File: src/rtl/fence_flush_seq_if.sv
// Handshake bundle between commit/CSR, the caches/MMU and the fence sequencer.
interface fence_flush_seq_if;
  logic fence_req_i;
  logic fence_i_req_i;
  logic sfence_req_i;
  logic flush_dcache_o;
  logic flush_dcache_ack_i;
  logic flush_icache_o;
  logic flush_tlb_o;
  logic set_pc_commit_o;
  logic halt_o;
  logic busy_o;
  logic timeout_o;

  modport slave (
    input  fence_req_i, fence_i_req_i, sfence_req_i, flush_dcache_ack_i,
    output flush_dcache_o, flush_icache_o, flush_tlb_o, set_pc_commit_o,
           halt_o, busy_o, timeout_o
  );

  modport master (
    output fence_req_i, fence_i_req_i, sfence_req_i, flush_dcache_ack_i,
    input  flush_dcache_o, flush_icache_o, flush_tlb_o, set_pc_commit_o,
           halt_o, busy_o, timeout_o
  );
endinterface

File: src/rtl/fence_flush_seq.sv
// Fence / fence.i / sfence.vma sequencer: halts commit, runs DCache flush,
// ICache invalidate and TLB flush in order, then restarts fetch at commit PC.
module fence_flush_seq #(
  parameter bit          WT_DCACHE           = 1'b0,
  parameter int unsigned ICACHE_FLUSH_CYCLES = 1,
  parameter int unsigned DCACHE_TIMEOUT      = 1024,
  parameter int unsigned CNT_W               = 11
) (
  input  logic              clk_i,
  input  logic              rst_ni,
  fence_flush_seq_if.slave  bus
);

  localparam logic [2:0] S_IDLE   = 3'd0;
  localparam logic [2:0] S_DCACHE = 3'd1;
  localparam logic [2:0] S_ICACHE = 3'd2;
  localparam logic [2:0] S_TLB    = 3'd3;
  localparam logic [2:0] S_DONE   = 3'd4;

  logic [2:0]       state_q, state_d;
  logic [2:0]       pend_q, pend_d;   // {F, FI, SF}
  logic [2:0]       act_q, act_d;
  logic [CNT_W-1:0] cnt_q, cnt_d;
  logic             timeout_q, timeout_d;
  logic             flush_dcache_q, flush_icache_q, flush_tlb_q, set_pc_q;
  logic [2:0]       req;

  assign req = {bus.fence_req_i, bus.fence_i_req_i, bus.sfence_req_i};

  // First phase after 'from' that the active set still needs; unneeded phases take zero cycles.
  function automatic logic [2:0] next_phase(input logic [2:0] from, input logic [2:0] set);
    logic need_dc, need_ic, need_tlb;
    need_dc  = (set[2] | set[1]) & ~WT_DCACHE;
    need_ic  = set[1];
    need_tlb = set[0];
    if (from == S_IDLE && need_dc)
      return S_DCACHE;
    if ((from == S_IDLE || from == S_DCACHE) && need_ic)
      return S_ICACHE;
    if (from != S_TLB && need_tlb)
      return S_TLB;
    return S_DONE;
  endfunction

  always_comb begin
    state_d   = state_q;
    pend_d    = pend_q | req;
    act_d     = act_q;
    cnt_d     = cnt_q + CNT_W'(1);
    timeout_d = timeout_q;
    unique case (state_q)
      S_IDLE: begin
        cnt_d = '0;
        if ((pend_q | req) != 3'b000) begin
          act_d   = pend_q | req;
          pend_d  = '0;
          state_d = next_phase(S_IDLE, pend_q | req);
        end
      end
      S_DCACHE: begin
        if (bus.flush_dcache_ack_i) begin
          state_d = next_phase(S_DCACHE, act_q);
        end else if (DCACHE_TIMEOUT != 0 && cnt_q == CNT_W'(DCACHE_TIMEOUT - 1)) begin
          timeout_d = 1'b1;
          state_d   = next_phase(S_DCACHE, act_q);
        end
      end
      S_ICACHE: begin
        if (cnt_q == CNT_W'(ICACHE_FLUSH_CYCLES - 1))
          state_d = next_phase(S_ICACHE, act_q);
      end
      S_TLB:   state_d = S_DONE;
      S_DONE:  state_d = S_IDLE;
      default: state_d = S_IDLE;
    endcase
    if (state_d != state_q)
      cnt_d = '0;
  end

  always_ff @(posedge clk_i or negedge rst_ni) begin
    if (!rst_ni) begin
      state_q        <= S_IDLE;
      pend_q         <= '0;
      act_q          <= '0;
      cnt_q          <= '0;
      timeout_q      <= 1'b0;
      flush_dcache_q <= 1'b0;
      flush_icache_q <= 1'b0;
      flush_tlb_q    <= 1'b0;
      set_pc_q       <= 1'b0;
    end else begin
      state_q        <= state_d;
      pend_q         <= pend_d;
      act_q          <= act_d;
      cnt_q          <= cnt_d;
      timeout_q      <= timeout_d;
      // Output flops track the state register one-for-one: no input-to-output path.
      flush_dcache_q <= (state_d == S_DCACHE);
      flush_icache_q <= (state_d == S_ICACHE);
      flush_tlb_q    <= (state_d == S_TLB);
      set_pc_q       <= (state_d == S_DONE);
    end
  end

  assign bus.flush_dcache_o  = flush_dcache_q;
  assign bus.flush_icache_o  = flush_icache_q;
  assign bus.flush_tlb_o     = flush_tlb_q;
  assign bus.set_pc_commit_o = set_pc_q;
  assign bus.halt_o          = (state_q != S_IDLE);
  assign bus.busy_o          = (state_q != S_IDLE);
  assign bus.timeout_o       = timeout_q;

endmodule

File: src/flat_wrapper.sv
// flat-port wrapper written by rule: the top's interface ports become plain ports
module fence_flush_seq_flat 
#(
  parameter bit          WT_DCACHE           = 1'b0,
  parameter int unsigned ICACHE_FLUSH_CYCLES = 1,
  parameter int unsigned DCACHE_TIMEOUT      = 1024,
  parameter int unsigned CNT_W               = 11
)
  (clk_i, rst_ni, bus_fence_req_i, bus_fence_i_req_i, bus_sfence_req_i, bus_flush_dcache_ack_i, bus_flush_dcache_o, bus_flush_icache_o, bus_flush_tlb_o, bus_set_pc_commit_o, bus_halt_o, bus_busy_o, bus_timeout_o);
  fence_flush_seq_if bus_i ();
  input  logic clk_i;
  input  logic rst_ni;
  input wire logic [$bits(bus_i.fence_req_i)-1:0] bus_fence_req_i;
  input wire logic [$bits(bus_i.fence_i_req_i)-1:0] bus_fence_i_req_i;
  input wire logic [$bits(bus_i.sfence_req_i)-1:0] bus_sfence_req_i;
  input wire logic [$bits(bus_i.flush_dcache_ack_i)-1:0] bus_flush_dcache_ack_i;
  output wire logic [$bits(bus_i.flush_dcache_o)-1:0] bus_flush_dcache_o;
  output wire logic [$bits(bus_i.flush_icache_o)-1:0] bus_flush_icache_o;
  output wire logic [$bits(bus_i.flush_tlb_o)-1:0] bus_flush_tlb_o;
  output wire logic [$bits(bus_i.set_pc_commit_o)-1:0] bus_set_pc_commit_o;
  output wire logic [$bits(bus_i.halt_o)-1:0] bus_halt_o;
  output wire logic [$bits(bus_i.busy_o)-1:0] bus_busy_o;
  output wire logic [$bits(bus_i.timeout_o)-1:0] bus_timeout_o;
  assign bus_i.fence_req_i = bus_fence_req_i;
  assign bus_i.fence_i_req_i = bus_fence_i_req_i;
  assign bus_i.sfence_req_i = bus_sfence_req_i;
  assign bus_i.flush_dcache_ack_i = bus_flush_dcache_ack_i;
  assign bus_flush_dcache_o = bus_i.flush_dcache_o;
  assign bus_flush_icache_o = bus_i.flush_icache_o;
  assign bus_flush_tlb_o = bus_i.flush_tlb_o;
  assign bus_set_pc_commit_o = bus_i.set_pc_commit_o;
  assign bus_halt_o = bus_i.halt_o;
  assign bus_busy_o = bus_i.busy_o;
  assign bus_timeout_o = bus_i.timeout_o;
  fence_flush_seq #(.WT_DCACHE(WT_DCACHE), .ICACHE_FLUSH_CYCLES(ICACHE_FLUSH_CYCLES), .DCACHE_TIMEOUT(DCACHE_TIMEOUT), .CNT_W(CNT_W)) u_core (.clk_i(clk_i), .rst_ni(rst_ni), .bus(bus_i));
endmodule
File: config.mk
export PLATFORM = sky130hd
export DESIGN_NAME = fence_flush_seq_flat
export DESIGN_NICKNAME = d
export VERILOG_FILES = /design/src/rtl/fence_flush_seq_if.sv /design/src/rtl/fence_flush_seq.sv /design/src/flat_wrapper.sv
export SDC_FILE = /design/constraint.sdc
export NUM_CORES = 1
export LEC_CHECK = 0
export BUFFER_PORTS_ARGS = -buffer_cell sky130_fd_sc_hd__buf_4
export CORE_MARGIN = 2
export CORE_UTILIZATION = 48
export CTS_BUF_LIST = sky130_fd_sc_hd__clkbuf_4
export DETAILED_ROUTE_END_ITERATION = 8
export GPL_ROUTABILITY_DRIVEN = 0
export PLACE_DENSITY = 0.63
export SLEW_MARGIN = 25
export SYNTH_ARGS = -nofsm -noshare
export SYNTH_HDL_FRONTEND = slang
export SYNTH_SLANG_ARGS = --single-unit
File: constraint.sdc
create_clock -name clk_i -period 2.2 [get_ports clk_i]
set_clock_uncertainty 0.1 [all_clocks]
set_input_delay 0.44 -clock clk_i [delete_from_list [all_inputs] [get_ports clk_i]]
set_output_delay 0.44 -clock clk_i [all_outputs]
set_load 0.01 [all_outputs]
# Yosys cells after proc, flatten, opt, wreduce, memory -nomap -nowiden
# Cells that the tools add are included.
# word_totals
regBits	24
inputBits	6
# classes
add_sub_neg	1
n_reduce_logical	6
n_eq_ne	9
mux	51
bitwise	3
# op_table
operator	count
3-bit 2-to-1 mux	20
1-bit 2-to-1 mux	28
11-bit 2-to-1 mux	2
3-bit by 2-bit equality test with 1-bit output, second input constant	4
3-bit case mux with 4 select lines	1
11-bit by 1-bit adder with 11-bit output, second input constant	1
11-bit by 10-bit equality test with 1-bit output, second input constant	1
11-bit zero test	1
3-bit by 1-bit equality test with 1-bit output, second input constant	2
3-bit nonzero test	2
3-bit equality test, second input constant	1
3-bit zero test	1
3-bit inequality test	1
3-bit OR	1
3-bit AND reduction	1
2-bit AND reduction	1
1-bit NOT	1
1-bit OR	1

# Longest topological paths before layout
# Gate-level depths: netlist (run 1).
# logic_depth
ltp_word	19
ltp_mapped	8
depth_no_buf	8

# Worst setup path after synthesis (run 1)
# Ideal clock, no wire load.
# synth_timing
kind	register -> register
from	register u_core.cnt_q[0]
to	register u_core.cnt_q[2]
setup_time_ns	0.119
path_stages_with_launch	9
n_path_buf	1
path_slack_ns	0.276
synth_period_minus_slack_ns	1.924
arrival_time_ns	1.705
path_cell_list	dfrtp_1 inv_1 ha_1 or4b_4 nor4_4 a221oi_2 o21ai_2 buf_6 nor2_1
# synth_via
elab_chain_cells	6
elab_cells_between_ends	10
cone_classes	1 x add/sub; 2 x eq/ne; 6 x mux; 1 x reduce/logical
# synth_lines
item	line_no	rtl
start: declaration	fence_flush_seq.sv:23	logic [CNT_W-1:0] cnt_q, cnt_d;
start signal: assignment	fence_flush_seq.sv:95	cnt_q <= cnt_d;
11-bit by 10-bit equality test with 1-bit output	fence_flush_seq.sv:63	end else if (DCACHE_TIMEOUT != 0 && cnt_q == CNT_W'(DCACHE_TIMEOUT - 1)) begin
3-bit 2-to-1 mux	fence_flush_seq.sv:63	
3-bit 2-to-1 mux	fence_flush_seq.sv:61	if (bus.flush_dcache_ack_i) begin
3-bit case mux with 4 select lines	fence_flush_seq.sv:51	unique case (state_q)
3-bit inequality test	fence_flush_seq.sv:76	if (state_d != state_q)
11-bit 2-to-1 mux (*)	fence_flush_seq.sv:76	
via u_core.cnt_d[2]	fence_flush_seq.sv:23	
# Mark *: on every way through the listed nets, which the timed path passes. The rest lies on a longest branch.
# A chain may end at the register's enable or synchronous reset.

# Final worst setup path (run 1)
# layout_timing
from	register u_core.cnt_q[0]
to	register u_core.cnt_q[3]
# The elaborated chain is that of the path after synthesis.

==> results of run 1 <==
sequential cells by signal, indices dropped and copies added (netlist names):
name,cells
u_core.bus.timeout_o,1
u_core.pend_q,3
u_core.cnt_q,11
u_core.act_q,2
u_core.bus.flush_tlb_o,1
u_core.bus.flush_icache_o,1
u_core.bus.set_pc_commit_o,1
u_core.state_q,3
u_core.bus.flush_dcache_o,1
kinds of logic (layout without fill, tap and decap cells):
group	Yosys count	in the layout	synth area share
compound gates	15	15	0.0995
fa+ha+maj	2	2	0.0214
simple gates	53	53	0.252
xor+xnor	8	8	0.0599
flops	24	24	0.513
buf+inv	13	29	0.0535
critical path: stages, from the launching register on:
cell,delay [ns]
sky130_fd_sc_hd__dfrtp_1,0.42
sky130_fd_sc_hd__ha_1,0.28
sky130_fd_sc_hd__and4_1,0.26
sky130_fd_sc_hd__and4_4,0.22
sky130_fd_sc_hd__a221oi_2,0.33
sky130_fd_sc_hd__o21ai_2,0.11
sky130_fd_sc_hd__buf_6,0.15
sky130_fd_sc_hd__nor2_1,0.11
metal layers:
| layer | up-vias | routed length [um] |
|---|---|---|
| li1 | 429 | - |
| met1 | 420 | 1040 |
| met2 | 12 | 927 |
| met3 | 2 | 52 |
| met4 | 0 | 13 |
| met5 | - | 0 |
cell usage in the layout, fill, tap and decap left out, types with 2 or more instances in the layout:
master / netlist / routed
sky130_fd_sc_hd__nor2_1: 24 / 24
sky130_fd_sc_hd__dfrtp_1: 24 / 24
sky130_fd_sc_hd__buf_4: 1 / 15
sky130_fd_sc_hd__inv_1: 9 / 9
sky130_fd_sc_hd__xor2_1: 7 / 7
sky130_fd_sc_hd__o21ai_0: 5 / 5
sky130_fd_sc_hd__nand2_1: 5 / 5
sky130_fd_sc_hd__nand3_1: 5 / 5
sky130_fd_sc_hd__clkbuf_4: 0 / 3
sky130_fd_sc_hd__nor2b_1: 2 / 2
sky130_fd_sc_hd__nor4b_1: 2 / 2
sky130_fd_sc_hd__o21a_1: 2 / 2
sky130_fd_sc_hd__nand4_1: 2 / 2
sky130_fd_sc_hd__ha_1: 2 / 2
timing repair:
action                                  4_1_cts  5_1_grt
hold endpoints to repair                     24        0
hold buffers                                  1        0
resized for setup                             0        2
buffers inserted                              0        1
endpoints found under the setup margin        0       11
report_power, final:
group | switching [mW] | internal (mW) | total [mW]
registers | 0.107 | 0.550 | 0.657
logic | 0.319 | 0.287 | 0.606
clock network | 0.114 | 0.0637 | 0.178
total | 0.539 | 0.901 | 1.44
worst max-delay path by stage:
stage               cells past startpoint             from  slack [ns]                   endpoint
finish                                  7  u_core.cnt_q[0]        0.16            u_core.cnt_q[3]
global placement                        8  u_core.cnt_q[0]        0.19            u_core.cnt_q[6]
detailed placement                      8  u_core.cnt_q[0]        0.12            u_core.cnt_q[3]
floorplan                               8  u_core.cnt_q[0]        0.28            u_core.cnt_q[2]
CTS                                     8  u_core.cnt_q[0]        0.09            u_core.cnt_q[3]
global route                            8  u_core.cnt_q[0]       -0.01  u_core.bus.flush_dcache_o
final cells by class:
| cell class | instances | share of cell area |
|---|---|---|
| timing repair buffer | 17 | 0.100 |
| tap | 28 | 0.0262 |
| multi-input combinational | 78 | 0.383 |
| inverter | 9 | 0.0253 |
| clock buffer | 3 | 0.0168 |
| sequential | 24 | 0.449 |
through the flow:
stage	instances	power (mW)
3_3_place_gp	154	1.24
5_1_grt	159	1.58
3_5_place_dp	154	1.25
2_1_floorplan	115	1.08
6_report	159	1.44
4_1_cts	158	1.43
==> impl_metrics.xml, run 1 <==
<?xml version="1.0" encoding="UTF-8"?>
<metrics>
  <group name="cells_and_area">
    <metric name="finalNetCount" unit="">141</metric>
    <metric name="layout-drive-gt1-share" unit="">0.229</metric>
    <metric name="fillCellCount" unit="">197</metric>
    <metric name="antenna_cells" unit="">0</metric>
    <metric name="postLayoutCoreUtil" unit="">0.593</metric>
    <metric name="final_cell_area" unit="sq um">1340</metric>
    <metric name="multi_input_gate_area" unit="sq um">512</metric>
    <metric name="areaGrowthSynthToFinish" unit="%">14.3</metric>
    <metric name="area_used_by_sequential_logic_in_the_layout" unit="sq um">601</metric>
  </group>
  <group name="detailed_routing">
    <metric name="route.antenna.remaining_nets" unit="">0</metric>
    <metric name="remaining_drc_errors" unit="">0</metric>
    <metric name="detail_route.wl_per_cell" unit="um">12.8</metric>
    <metric name="post_detailed_route_via_to_cell_ratio" unit="">5.43</metric>
    <metric name="routed-via-count" unit="">863</metric>
    <metric name="wirelength" unit="mm">2.03</metric>
    <metric name="drt-pass1-iter-count" unit="">4</metric>
    <metric name="drt-initial-drc-count" unit="">21</metric>
  </group>
  <group name="min_path">
    <metric name="whs_path_depth" unit="">3</metric>
    <metric name="hold_class" unit="">in2reg</metric>
    <metric name="timing.hold.worst_endpoint" unit="">u_core.pend_q[2]</metric>
    <metric name="min-delay-start" unit="">bus_fence_req_i</metric>
  </group>
  <group name="floorplanning">
    <metric name="fp.dieArea" unit="sq um">2850</metric>
    <metric name="floorplan.die.width" unit="um">53.4</metric>
    <metric name="ios" unit="">13</metric>
    <metric name="num_rows" unit="">17</metric>
    <metric name="die_y" unit="um">53.4</metric>
    <metric name="core-area" unit="sq um">2250</metric>
    <metric name="initial_utilization" unit="">0.519</metric>
  </group>
  <group name="logic_synthesis">
    <metric name="synthFlopType" unit="">sky130_fd_sc_hd__dfrtp_1</metric>
    <metric name="synth_top_cell_area_share" unit="">0.513</metric>
    <metric name="synth.lib_cells_used.distinct" unit="">36</metric>
    <metric name="synthesis.nets" unit="">123</metric>
    <metric name="synth_area" unit="sq um">1170</metric>
    <metric name="synthTopCellsByArea" unit="">sky130_fd_sc_hd__dfrtp_1 51%, sky130_fd_sc_hd__nor2_1 7.7%, sky130_fd_sc_hd__xor2_1 5.2%</metric>
    <metric name="syn-instance-count" unit="">115</metric>
    <metric name="synth-async-reset-ratio" unit="">1.00</metric>
    <metric name="ys_ff_latch" unit="">24</metric>
    <metric name="synth-seq-area-share" unit="">0.513</metric>
    <metric name="synth_warnings" unit="">0</metric>
    <metric name="netlist.top_cell.by_area" unit="">sky130_fd_sc_hd__dfrtp_1</metric>
    <metric name="synthTopCellsByCount" unit="">24 x sky130_fd_sc_hd__dfrtp_1, 24 x sky130_fd_sc_hd__nor2_1, 9 x sky130_fd_sc_hd__inv_1</metric>
    <metric name="syn-mean-instance-area" unit="sq um">10.2</metric>
    <metric name="synth_enable_flop_cells" unit="">0</metric>
  </group>
  <group name="placed_design">
    <metric name="detailed_place.area" unit="sq um">1290</metric>
    <metric name="dp_slack" unit="ns">0.119</metric>
    <metric name="detailedPlacementHpwl" unit="mm">1.50</metric>
    <metric name="port_buffers" unit="">12</metric>
  </group>
  <group name="grt">
    <metric name="first_global_vias" unit="">838</metric>
    <metric name="grt_antenna_before_repair" unit="">0</metric>
    <metric name="met2_usage" unit="">0.270</metric>
    <metric name="globalRouteTotalUtil" unit="">0.176</metric>
    <metric name="grt_pass1_wl" unit="mm">3.64</metric>
    <metric name="grt-busiest-layer" unit="">met2</metric>
    <metric name="largest_net_degree_at_the_start_of_global_routing" unit="">25</metric>
    <metric name="grt_util_met3" unit="">0.0339</metric>
    <metric name="grt.met1_usage" unit="">0.251</metric>
    <metric name="grt.overflow.total" unit="">0</metric>
  </group>
  <group name="critical_path">
    <metric name="worst_r2r_endpoint" unit="">u_core.cnt_q[3]</metric>
    <metric name="worst-setup-path-type" unit="">reg2reg</metric>
    <metric name="critical_path.reg2reg.startpoint" unit="">u_core.cnt_q[0]</metric>
    <metric name="worstPathArrival" unit="ns">2.17</metric>
    <metric name="ff2ff_path_depth" unit="">7</metric>
    <metric name="reg2reg_setup_slack" unit="ns">0.16</metric>
    <metric name="worst_ep_required_time" unit="ns">2.33</metric>
    <metric name="timing.critical_path.from_type" unit="">register</metric>
    <metric name="crit_fanout" unit="">10</metric>
    <metric name="setup.worst_path.end_class" unit="">register</metric>
  </group>
  <group name="timing">
    <metric name="maxClockFrequency" unit="MHz">490</metric>
    <metric name="worstMarginPinSlew" unit="ns">0.434</metric>
    <metric name="finalSetupViolations" unit="">0</metric>
    <metric name="worst_hold_slack_across_all_endpoints" unit="ns">0.275</metric>
    <metric name="final.period_utilization" unit="">0.928</metric>
    <metric name="report.final.hold_viol_count" unit="">0</metric>
    <metric name="final_max_slew_viol_count" unit="">0</metric>
    <metric name="setup_slack" unit="ns">0.158</metric>
    <metric name="slew_headroom" unit="">0.708</metric>
    <metric name="fin_tns_setup" unit="ns">0</metric>
    <metric name="final_critical_delay_including_setup_and_external_delays" unit="ns">2.04</metric>
  </group>
  <group name="clock_tree">
    <metric name="tritoncts_num_sinks" unit="">24</metric>
    <metric name="cts_buffer_depth" unit="">2</metric>
    <metric name="clk-insertion-delay-late" unit="ns">0.30</metric>
    <metric name="clock_transition_at_path_regs" unit="ns">0.12</metric>
    <metric name="clockRootBuffer" unit="">sky130_fd_sc_hd__clkbuf_4</metric>
    <metric name="cts_tree" unit="">done</metric>
    <metric name="cts_made_buffers" unit="">3</metric>
    <metric name="cts_htree_levels" unit="">1</metric>
  </group>
  <group name="power">
    <metric name="cellLeakagePower" unit="nW">0.628</metric>
    <metric name="pwr_density_cell" unit="nW/um^2">1080</metric>
    <metric name="irDropWorstVdd" unit="mV">0.783</metric>
  </group>
  <group name="flow_run">
    <metric name="max_cap_violations" unit="">0</metric>
  </group>
  <group name="run_status">
    <metric name="run_status" unit="">completed</metric>
  </group>
</metrics>
Power figures use the tool's default switching activity.
==> run 2: changes to the inputs <==
Settings changed: CORE_UTILIZATION 48 to 59, PLACE_DENSITY 0.63 to 0.76.
==> run 2 against run 1 <==
- largest cell class unchanged
- cell count is 1.9% higher
- register-to-register slack worse by 0.04 ns
- via count is 1.4% higher
- sequential share of layout area is 1.2 points lower
- critical path type unchanged
==> impl_metrics.xml, run 2 (synthesized netlist as in run 1, its figures left out) <==
<?xml version="1.0" encoding="UTF-8"?>
<metrics>
  <group name="power">
    <metric name="sequentialPowerShare" unit="">0.428</metric>
    <metric name="irDropWorstVdd" unit="mV">0.647</metric>
    <metric name="power.share.clock" unit="">0.122</metric>
    <metric name="cellLeakagePower" unit="nW">0.649</metric>
    <metric name="cellInternalPower" unit="mW">0.947</metric>
    <metric name="combinationalPowerShare" unit="">0.450</metric>
    <metric name="power_dissipated_by_switching_net_loads" unit="mW">0.573</metric>
    <metric name="pwr_density_cell" unit="nW/um^2">1110</metric>
    <metric name="switching_share" unit="">0.377</metric>
  </group>
  <group name="critical_path">
    <metric name="cpPeakStageDelay" unit="ns">0.48</metric>
    <metric name="slowest_stage" unit="">sky130_fd_sc_hd__or4b_4</metric>
    <metric name="path_buf_inv" unit="">2</metric>
    <metric name="cp_cell_sequence" unit="">inv_1, ha_1, or4b_4, nor4_4, a221oi_2, o21ai_4, buf_12, nor2_1</metric>
    <metric name="worstPathArrival" unit="ns">2.19</metric>
    <metric name="worst_ep_required_time" unit="ns">2.30</metric>
    <metric name="timing.critical_path.from_type" unit="">register</metric>
    <metric name="setup.worst_path.end_class" unit="">register</metric>
    <metric name="worst-setup-path-type" unit="">reg2reg</metric>
    <metric name="crit_fanout" unit="">9</metric>
    <metric name="critical-path-top-delay-family" unit="">simple AND/OR/NAND/NOR gates</metric>
  </group>
  <group name="cells_and_area">
    <metric name="finalNetCount" unit="">144</metric>
    <metric name="antenna_cells" unit="">0</metric>
    <metric name="largest-register" unit="">u_core.cnt_q</metric>
    <metric name="postLayoutCoreUtil" unit="">0.715</metric>
    <metric name="most_frequent_cells_in_the_layout" unit="">24 x sky130_fd_sc_hd__nor2_1, 24 x sky130_fd_sc_hd__dfrtp_1, 18 x sky130_fd_sc_hd__buf_4</metric>
    <metric name="areaGrowthSynthToFinish" unit="%">17.4</metric>
    <metric name="layout-drive-gt1-share" unit="">0.237</metric>
    <metric name="layoutNonFillerInstCount" unit="">162</metric>
    <metric name="layout_top_registers" unit="">u_core.cnt_q: 11 flops, u_core.pend_q: 3 flops, u_core.state_q: 3 flops</metric>
    <metric name="max_reg_flops" unit="">11</metric>
  </group>
  <group name="detailed_routing">
    <metric name="wirelength" unit="mm">2.16</metric>
    <metric name="remaining_drc_errors" unit="">0</metric>
    <metric name="post_detailed_route_via_to_cell_ratio" unit="">5.40</metric>
    <metric name="drt-initial-drc-count" unit="">31</metric>
    <metric name="detail_route.wl_per_cell" unit="um">13.4</metric>
    <metric name="routed-via-count" unit="">875</metric>
    <metric name="route.antenna.remaining_nets" unit="">0</metric>
    <metric name="drt-pass1-iter-count" unit="">4</metric>
  </group>
  <group name="clock_tree">
    <metric name="tritoncts_num_sinks" unit="">24</metric>
    <metric name="cts_tree" unit="">done</metric>
    <metric name="clock_transition_at_path_regs" unit="ns">0.12</metric>
    <metric name="clockRootBuffer" unit="">sky130_fd_sc_hd__clkbuf_4</metric>
    <metric name="cts_buffer_depth" unit="">2</metric>
    <metric name="cts_htree_levels" unit="">1</metric>
    <metric name="cts_made_buffers" unit="">3</metric>
    <metric name="clk-insertion-delay-late" unit="ns">0.30</metric>
  </group>
  <group name="timing">
    <metric name="setup_slack" unit="ns">0.115</metric>
    <metric name="slew_headroom" unit="">0.718</metric>
    <metric name="final.period_utilization" unit="">0.948</metric>
    <metric name="finalSetupViolations" unit="">0</metric>
    <metric name="report.final.hold_viol_count" unit="">0</metric>
    <metric name="maxClockFrequency" unit="MHz">480</metric>
    <metric name="worstMarginPinSlew" unit="ns">0.424</metric>
    <metric name="final_max_slew_viol_count" unit="">0</metric>
    <metric name="final_critical_delay_including_setup_and_external_delays" unit="ns">2.08</metric>
    <metric name="worst_hold_slack_across_all_endpoints" unit="ns">0.266</metric>
    <metric name="unrepaired_setup_endpoints_after_global_routing" unit="">no</metric>
  </group>
  <group name="grt">
    <metric name="globalRouteTotalUtil" unit="">0.212</metric>
    <metric name="largest_net_degree_at_the_start_of_global_routing" unit="">25</metric>
    <metric name="first_global_vias" unit="">891</metric>
    <metric name="grt_antenna_before_repair" unit="">0</metric>
    <metric name="grt.overflow.total" unit="">0</metric>
    <metric name="grt_pass1_wl" unit="mm">3.89</metric>
  </group>
  <group name="floorplanning">
    <metric name="num_rows" unit="">16</metric>
    <metric name="initial_utilization" unit="">0.609</metric>
    <metric name="ios" unit="">13</metric>
    <metric name="die_y" unit="um">48.5</metric>
    <metric name="fp.dieArea" unit="sq um">2360</metric>
    <metric name="core-area" unit="sq um">1920</metric>
    <metric name="floorplan.die.width" unit="um">48.5</metric>
  </group>
  <group name="run_status">
    <metric name="run_status" unit="">completed</metric>
  </group>
  <group name="min_path">
    <metric name="hold_class" unit="">in2reg</metric>
  </group>
  <group name="placed_design">
    <metric name="port_buffers" unit="">12</metric>
    <metric name="dp_slack" unit="ns">-0.0250</metric>
    <metric name="dpl.cell_count" unit="">155</metric>
    <metric name="detailedPlacementHpwl" unit="mm">1.58</metric>
  </group>
  <group name="flow_run">
    <metric name="max_cap_violations" unit="">0</metric>
  </group>
</metrics>
run 2: changes by cell type in the layout (fill, tap and decap cells not counted), sizes merged:
cell / previous run / this run
buf: 16 / 19
clkinv: 0 / 1
run 2: worst register-to-register path, stage by stage (launching register included):
cell and delay [ns]:
sky130_fd_sc_hd__dfrtp_1 0.43, sky130_fd_sc_hd__inv_1 0.07, sky130_fd_sc_hd__ha_1 0.13, sky130_fd_sc_hd__or4b_4 0.48, sky130_fd_sc_hd__nor4_4 0.31, sky130_fd_sc_hd__a221oi_2 0.16, sky130_fd_sc_hd__o21ai_4 0.12, sky130_fd_sc_hd__buf_12 0.14
sky130_fd_sc_hd__nor2_1 0.04
run 2: final timing paths:
kind                       slack [ns]                        end            startpoint  depth (start not counted)
min reg2reg                      0.38       u_core.bus.timeout_o  u_core.bus.timeout_o                          1
min                              0.27           u_core.pend_q[2]       bus_fence_req_i                          3
min in group asynchronous        0.45       u_core.bus.timeout_o                rst_ni                          2
max                              0.12            u_core.cnt_q[0]       u_core.cnt_q[0]                          8
max reg2reg                      0.12            u_core.cnt_q[0]       u_core.cnt_q[0]                          8
max in group asynchronous        1.33  u_core.bus.flush_icache_o                rst_ni                          2
run 2: through the flow:
step / TNS, ns / total power, mW / instance area [sq um]
global placement: 0 / 1.22 / 1300
finish: 0 / 1.52 / 1370
floorplan: 0 / 1.08 / 1170
detailed placement: -0.0250 / 1.25 / 1300
CTS: 0 / 1.46 / 1350
global route: 0 / 1.63 / 1370
run 2: layout make-up:
type,count,area [sq um]
fillers,153,548
well taps,27,33.8
clock buffers,3,22.5
repair buffers,20,165
clock inverters,1,3.75
multi-input cells,78,514
flip-flops and latches,24,601
inverters,9,33.8
run 2: timing repair:
item                                    in CTS  in global routing
pin swaps                                    0                  1
gates resized for setup                      1                  0
buffers inserted                             0                  2
endpoints found under the setup margin       1                  1
hold buffers                                 1                  0
endpoints found under the hold margin       24                  0
gates cloned                                 0                  0
run 2: power by group through the flow:
stage	combinational (mW)	sequential, mW	clock (mW)
final	0.684	0.650	0.186
after global routing	0.749	0.665	0.218
after CTS	0.615	0.647	0.199
after detailed placement	0.589	0.657	0
after global placement	0.570	0.650	0
after floorplan	0.433	0.644	0
run 2: routing by layer:
layer / routed length (um) / part of all wire / track usage
met3: 84 / 0.039 / 0.0247
met4: 51 / 0.024 / 0.110
met1: 993 / 0.46 / 0.291
met5: 0 / 0 / 0
met2: 1030 / 0.48 / 0.333
